===== config.mk =====
export PLATFORM = sky130hd
export DESIGN_NAME = fib_consumer_flat
export DESIGN_NICKNAME = d
export VERILOG_FILES = /design/src/rtl/fib_if.sv /design/src/rtl/fib_consumer.sv /design/src/flat_wrapper.sv
export SDC_FILE = /design/constraint.sdc
export NUM_CORES = 1
export LEC_CHECK = 0
export BUFFER_PORTS_ARGS = -buffer_cell sky130_fd_sc_hd__buf_2
export CORE_MARGIN = 4
export CORE_UTILIZATION = 46
export DETAILED_ROUTE_END_ITERATION = 6
export PLACE_DENSITY = 0.66
export SETUP_SLACK_MARGIN = 0.15
export SLEW_MARGIN = 20
export SYNTH_ARGS = -nofsm -noshare
export SYNTH_HDL_FRONTEND = slang
export SYNTH_SLANG_ARGS = --single-unit

===== constraint.sdc =====
create_clock -name clock_2 -period 2.8 [get_ports clock_2]
set_input_delay 0.14 -clock clock_2 [delete_from_list [all_inputs] [get_ports clock_2]]
set_output_delay 0.14 -clock clock_2 [all_outputs]
set_load 0.005 [all_outputs]

===== src/rtl/fib_if.sv =====
// Producer handshake between fib_consumer and a Fibonacci term source.
// The consumer requests with c_en; the producer answers with c_valid/c_data.
interface fib_if;
  logic        c_en;
  logic        c_valid;
  logic [15:0] c_data;

  modport master (output c_en, input c_valid, input c_data);
  modport slave  (input c_en, output c_valid, output c_data);
endinterface


===== src/rtl/fib_consumer.sv =====
// Requests Fibonacci terms one at a time, checks each against a locally generated
// sequence, and reports mismatch/timeout status and counters for the run.
module fib_consumer #(
  parameter int unsigned COUNT   = 16,
  parameter int unsigned TIMEOUT = 8
) (
  input  logic        clock_2,
  input  logic        reset,
  fib_if.master       bus,
  input  logic        start,
  output logic        busy,
  output logic        done,
  output logic        error,
  output logic        timeout,
  output logic [7:0]  term_count,
  output logic [7:0]  err_count,
  output logic [15:0] last_value
);

  typedef enum logic [2:0] {
    ST_IDLE  = 3'd0,
    ST_REQ   = 3'd1,
    ST_WAIT  = 3'd2,
    ST_CHECK = 3'd3,
    ST_DONE  = 3'd4
  } state_t;

  localparam int unsigned TLIM        = TIMEOUT - 1;
  localparam logic [7:0]  TIMER_LIMIT = TLIM[7:0];
  localparam logic [7:0]  COUNT_V     = COUNT[7:0];

  state_t      state_r, state_s;
  logic [7:0]  timer_r, timer_s;
  logic [7:0]  term_r, term_s, term_inc_s;
  logic [7:0]  errc_r, errc_s;
  logic        error_r, error_s;
  logic        tmo_r, tmo_s;
  logic [15:0] last_r, last_s;
  logic [15:0] exp_a_r, exp_a_s;
  logic [15:0] exp_b_r, exp_b_s;
  logic        c_en_r, busy_r, done_r;

  // Next-state and datapath update for every FSM state
  always_comb begin
    state_s    = state_r;
    timer_s    = timer_r;
    term_s     = term_r;
    term_inc_s = term_r + 8'd1;
    errc_s     = errc_r;
    error_s    = error_r;
    tmo_s      = tmo_r;
    last_s     = last_r;
    exp_a_s    = exp_a_r;
    exp_b_s    = exp_b_r;
    case (state_r)
      ST_IDLE, ST_DONE: begin
        if (start) begin
          state_s = ST_REQ;
          timer_s = 8'd0;
          term_s  = 8'd0;
          errc_s  = 8'd0;
          error_s = 1'b0;
          tmo_s   = 1'b0;
          last_s  = 16'd0;
          exp_a_s = 16'd0;
          exp_b_s = 16'd1;
        end else begin
          state_s = state_r;
        end
      end
      ST_REQ: begin
        state_s = ST_WAIT;
        timer_s = 8'd0;
      end
      ST_WAIT: begin
        // a valid arriving on the final wait cycle still beats the timeout
        if (bus.c_valid) begin
          last_s  = bus.c_data;
          state_s = ST_CHECK;
        end else if (timer_r == TIMER_LIMIT) begin
          tmo_s   = 1'b1;
          state_s = ST_DONE;
        end else begin
          timer_s = timer_r + 8'd1;
        end
      end
      ST_CHECK: begin
        if (last_r != exp_a_r) begin
          error_s = 1'b1;
          if (errc_r != 8'hFF) begin
            errc_s = errc_r + 8'd1;
          end else begin
            errc_s = errc_r;
          end
        end else begin
          error_s = error_r;
        end
        exp_a_s = exp_b_r;
        exp_b_s = exp_a_r + exp_b_r;
        term_s  = term_inc_s;
        if (term_inc_s == COUNT_V) begin
          state_s = ST_DONE;
        end else begin
          state_s = ST_REQ;
        end
      end
      default: begin
        state_s = ST_IDLE;
      end
    endcase
  end

  // State, datapath and output registers; outputs decode the next state
  always_ff @(posedge clock_2) begin
    if (!reset) begin
      state_r <= ST_IDLE;
      timer_r <= 8'd0;
      term_r  <= 8'd0;
      errc_r  <= 8'd0;
      error_r <= 1'b0;
      tmo_r   <= 1'b0;
      last_r  <= 16'd0;
      exp_a_r <= 16'd0;
      exp_b_r <= 16'd1;
      c_en_r  <= 1'b0;
      busy_r  <= 1'b0;
      done_r  <= 1'b0;
    end else begin
      state_r <= state_s;
      timer_r <= timer_s;
      term_r  <= term_s;
      errc_r  <= errc_s;
      error_r <= error_s;
      tmo_r   <= tmo_s;
      last_r  <= last_s;
      exp_a_r <= exp_a_s;
      exp_b_r <= exp_b_s;
      c_en_r  <= (state_s == ST_REQ);
      busy_r  <= (state_s == ST_REQ) || (state_s == ST_WAIT) || (state_s == ST_CHECK);
      done_r  <= (state_s == ST_DONE);
    end
  end

  assign bus.c_en   = c_en_r;
  assign busy       = busy_r;
  assign done       = done_r;
  assign error      = error_r;
  assign timeout    = tmo_r;
  assign term_count = term_r;
  assign err_count  = errc_r;
  assign last_value = last_r;

endmodule


===== src/flat_wrapper.sv =====
// flat-port wrapper written by rule: the top's interface ports become plain ports
module fib_consumer_flat 
#(
  parameter int unsigned COUNT   = 16,
  parameter int unsigned TIMEOUT = 8
)
  (clock_2, reset, start, busy, done, error, timeout, term_count, err_count, last_value, bus_c_en, bus_c_valid, bus_c_data);
  fib_if bus_i ();
  input  logic clock_2;
  input  logic reset;
  input  logic start;
  output logic busy;
  output logic done;
  output logic error;
  output logic timeout;
  output logic [7:0] term_count;
  output logic [7:0] err_count;
  output logic [15:0] last_value;
  output wire logic [$bits(bus_i.c_en)-1:0] bus_c_en;
  input wire logic [$bits(bus_i.c_valid)-1:0] bus_c_valid;
  input wire logic [$bits(bus_i.c_data)-1:0] bus_c_data;
  assign bus_c_en = bus_i.c_en;
  assign bus_i.c_valid = bus_c_valid;
  assign bus_i.c_data = bus_c_data;
  fib_consumer #(.COUNT(COUNT), .TIMEOUT(TIMEOUT)) u_core (.clock_2(clock_2), .reset(reset), .bus(bus_i), .start(start), .busy(busy), .done(done), .error(error), .timeout(timeout), .term_count(term_count), .err_count(err_count), .last_value(last_value));
endmodule

==> summary.txt <==
Place
  • Post-detail-place hpwl: 6780 um
  • Routability Congestion: around 0.84
  • DP Area: 4470 um^2
  • Placed insts: between 600 and 700
  • IO Port Bufs: 56

Floorplanning
  • Die X: 102 um
  • Die area: ~10000 um^2
  • Die H: a little over 100 um
  • Initial core utilization: 47.2%
  • Num ports: 57
  • Cell Rows: 34
  • Core area: 8680 um^2

GRT
  • Antenna violations before repair: 0
  • First-pass GRT wire length: 16000 um
  • Grt total ovfl: 0
  • Tot GR Track Use: 19.0%
  • Vias in the first global route: ~3400
  • Largest net degree at the start of global routing: 35

Pwr
  • Worst ir drop on vdd: 187 uV
  • Clock share of power: 35.2%
  • Leakage Power: ~1.9 nW
  • Net Sw Frac: between 20% and 30%
  • Int Pwr: 1.54 mW
  • Net Sw Power: 0.571 mW
  • Combinational group share of total power: 9.6%
  • Overall power: 2.11 mW
  • Reg power frac: 55.2%
  • Power per Cell Area: 456 nW/um^2

Timing
  • Final min period: around 2.4 ns
  • Max Fclk: 0.410 GHz
  • Final worst-path cycle share: a little under 90%
  • Setup TNS: 0 ns
  • RSZ-0062 raised after global routing: false
  • Worst slew margin: 48.2%
  • Final hold vios: 0
  • # setup viols final: 0
  • Slew @ Worst Pin: 0.777 ns
  • Max-slew violations: 0
  • Clock skew: 0.0129 ns

Yosys
  • Cells after synthesis: between 400 and 500
  • Library cells used by synthesis: 53
  • Top post-synthesis cells by area: dfxtp_1 (39%), xnor2_1 (6.2%), ha_1 (5.8%), a22oi_1 (4.8%), nor2b_1 (4.4%)
  • Number of enable flip-flop cells after synthesis: 0
  • Synthesized Nets: about 500
  • Prevailing post-synth register cell: dfxtp_1
  • Post-synth top area share: 39.1%
  • Sequential fraction of the synthesis area: between 30 and 40%
  • Async set or reset register ratio after synthesis: 0%
  • Syn_area_per_cell: between 8 and 9 um^2
  • Syn Std Cell Area: 4100 um^2
  • Area leader, netlist: dfxtp_1
  • Flops & latches, synth: 80
  • Yosys warns: 0

Clocking
  • CTS Buffer Depth: 2
  • TritonCTS Buffers: 9
  • CTS clk-pin slew, worst paths: 0.09 ns
  • CTS H-Tree Depth: 3
  • TritonCTS clock tree: yes
  • Sink Count: 80
  • Clk root buf: clkbuf_8
  • Post-CTS setup buffers: 0
  • Clk Latency, worst-skew pair: 0.35 ns

Worst setup path
  • WP depth: 9
  • Reg2reg start: u_core.exp_b_r[0]
  • Worst EP required: 3.04 ns
  • Worst Setup EP: u_core.exp_b_r[14]
  • Peak per-stage delay on the critical path: about 0.45 ns
  • Critical path's top delay family: compound AO/OA/AOI/OAI gates
  • Critical path peak fanout: 3
  • Worst EP arrival: 2.67 ns
  • Cell mode on critical path: o21ai_0
  • R2r worst-path depth: 9
  • Bufs and invs on worst path: 0
  • Endpoint class of the critical path: register
  • Startpoint Class: register
  • R2R Setup Slk: 0.36 ns
  • Worst R2R End: u_core.exp_b_r[14]
  • Crit. Startpoint: u_core.exp_b_r[0]
  • Slowest CP cell: fa_1
  • Worst-path cell chain: ha_1 -> fa_1 -> a211oi_2 -> o211ai_1 -> a31oi_1 -> o21ai_0 -> a21oi_1 -> xor2_1 -> o21ai_0
  • Setup Crit Path Kind: reg2reg

Route
  • Via count: 3491
  • Routed len/inst: 14.8 um
  • Vias per inst: approximately 5.6
  • DR pass1 iterations: 4
  • Final ANT Viol Nets: 0
  • Final WL: 9330 um
  • DRC: 0
  • First DRT Iteration DRCs: 145

Cells and area
  • Post-layout util: 53.4%
  • Ant. Diodes: 0
  • Final #Nets: 557
  • Final Instance Area: 4630 um^2
  • Area Growth Syn to Fin: 13.0%
  • Non-Filler Instances: 629
  • Commonest non-fill, non-tap cell in the layout: dfxtp_1
  • Commonest non-fill, non-tap cells in the layout: dfxtp_1 (80), buf_2 (56), nand2_1 (44)
  • Ratio of cells with drive above 1 in the final layout: 16.5%

Outcome
  • Outcome: completed

Run
  • Max-cap viol count: 0

Hold path
  • Hold WC Path Type: in2reg
## registers in the layout, summed over array words and instances (netlist names)
signal	count
u_core.busy	1
u_core.term_count	8
u_core.last_value	16
u_core.exp_a_r	16
u_core.state_r	3
u_core.err_count	8
u_core.exp_b_r	16
u_core.timer_r	8
u_core.error	1
u_core.bus.c_en	1
u_core.done	1
u_core.timeout	1
## power by group through the flow
stage | combinational, mW | sequential [mW] | clock (mW)
after floorplan | 0.144 | 1.19 | 0
after global routing | 0.226 | 1.17 | 0.811
after global placement | 0.202 | 1.19 | 0
after detailed placement | 0.205 | 1.19 | 0
final | 0.202 | 1.17 | 0.744
after CTS | 0.206 | 1.17 | 0.762
## layer usage
metal	vias to the layer above	track usage [%]	part of all wire, %
met5	-	0	0
met4	0	6.26	1.4
met3	13	3.48	4.4
met2	64	30.8	45
met1	1657	25.5	49
li1	1757	-	-
## worst min-delay path by stage
stage | from | endpoint | slack, ns | cells past startpoint
after floorplan | bus_c_data[14] | u_core.last_value[14] | 0.30 | 2
after global placement | bus_c_data[0] | u_core.last_value[0] | 0.41 | 3
after detailed placement | bus_c_data[3] | u_core.last_value[3] | 0.41 | 3
after CTS | bus_c_data[8] | u_core.last_value[8] | 0.04 | 3
after global routing | bus_c_data[0] | u_core.last_value[0] | 0.05 | 3
final | bus_c_data[10] | u_core.last_value[10] | 0.04 | 3
## repair_timing
action,CTS,global route
gates resized for setup,0,1
setup endpoints to repair,0,1
hold buffers,0,0
## final cells by class
class                   count  area, um^2
repair buffers             62         325
well taps                 108         135
flip-flops and latches     80        1600
clock buffers              10         128
inverters                   4        15.0
multi-input cells         360        2390
clock inverters             5        33.8
fillers                   855        4050
## stage by stage
stage / hold WS (ns) / worst slack [ns]
6_report: 0.0434 / 0.364
5_1_grt: 0.0480 / 0.202
4_1_cts: 0.0360 / 0.285
3_5_place_dp: 0.415 / 0.306
3_3_place_gp: 0.408 / 0.362
2_1_floorplan: 0.298 / 0.561
## cells in the mapped netlist (all sizes together) (3+ instances only)
master	count
inv	4
nand4	10
nand2b	4
mux2i	3
dfxtp	80
buf	5
nor3	7
clkbuf	16
and2	8
nor2	27
a21oi	20
o21a	3
and3	8
nand3	27
nor2b	29
a21o	7
a22oi	26
nand2	44
o21ai	22
xnor2	29
o211ai	3
a21boi	19
xor2	13
a31oi	3
ha	19
## worst reg2reg max path, delay by kind of cell (launching register included)
family	cells	cell delay [ns]
AOI/OAI and AO/OA	6	1.17
xor gates and xnor gates	1	0.15
adders and majority gates	2	0.68
DFF	1	0.34
## cells by family (layout without fill, tap and decap cells)
kind of cell / Yosys count / count (layout) / share of synthesized area [%]
simple gates: 180 / 180 / 23.3
buf+inv: 25 / 81 / 2.65
compound gates: 115 / 115 / 19.0
flops: 80 / 80 / 39.1
fa+ha+maj: 20 / 20 / 6.29
xor+xnor: 42 / 42 / 8.97
mux: 3 / 3 / 0.732
(Power assumes the default switching activity.)
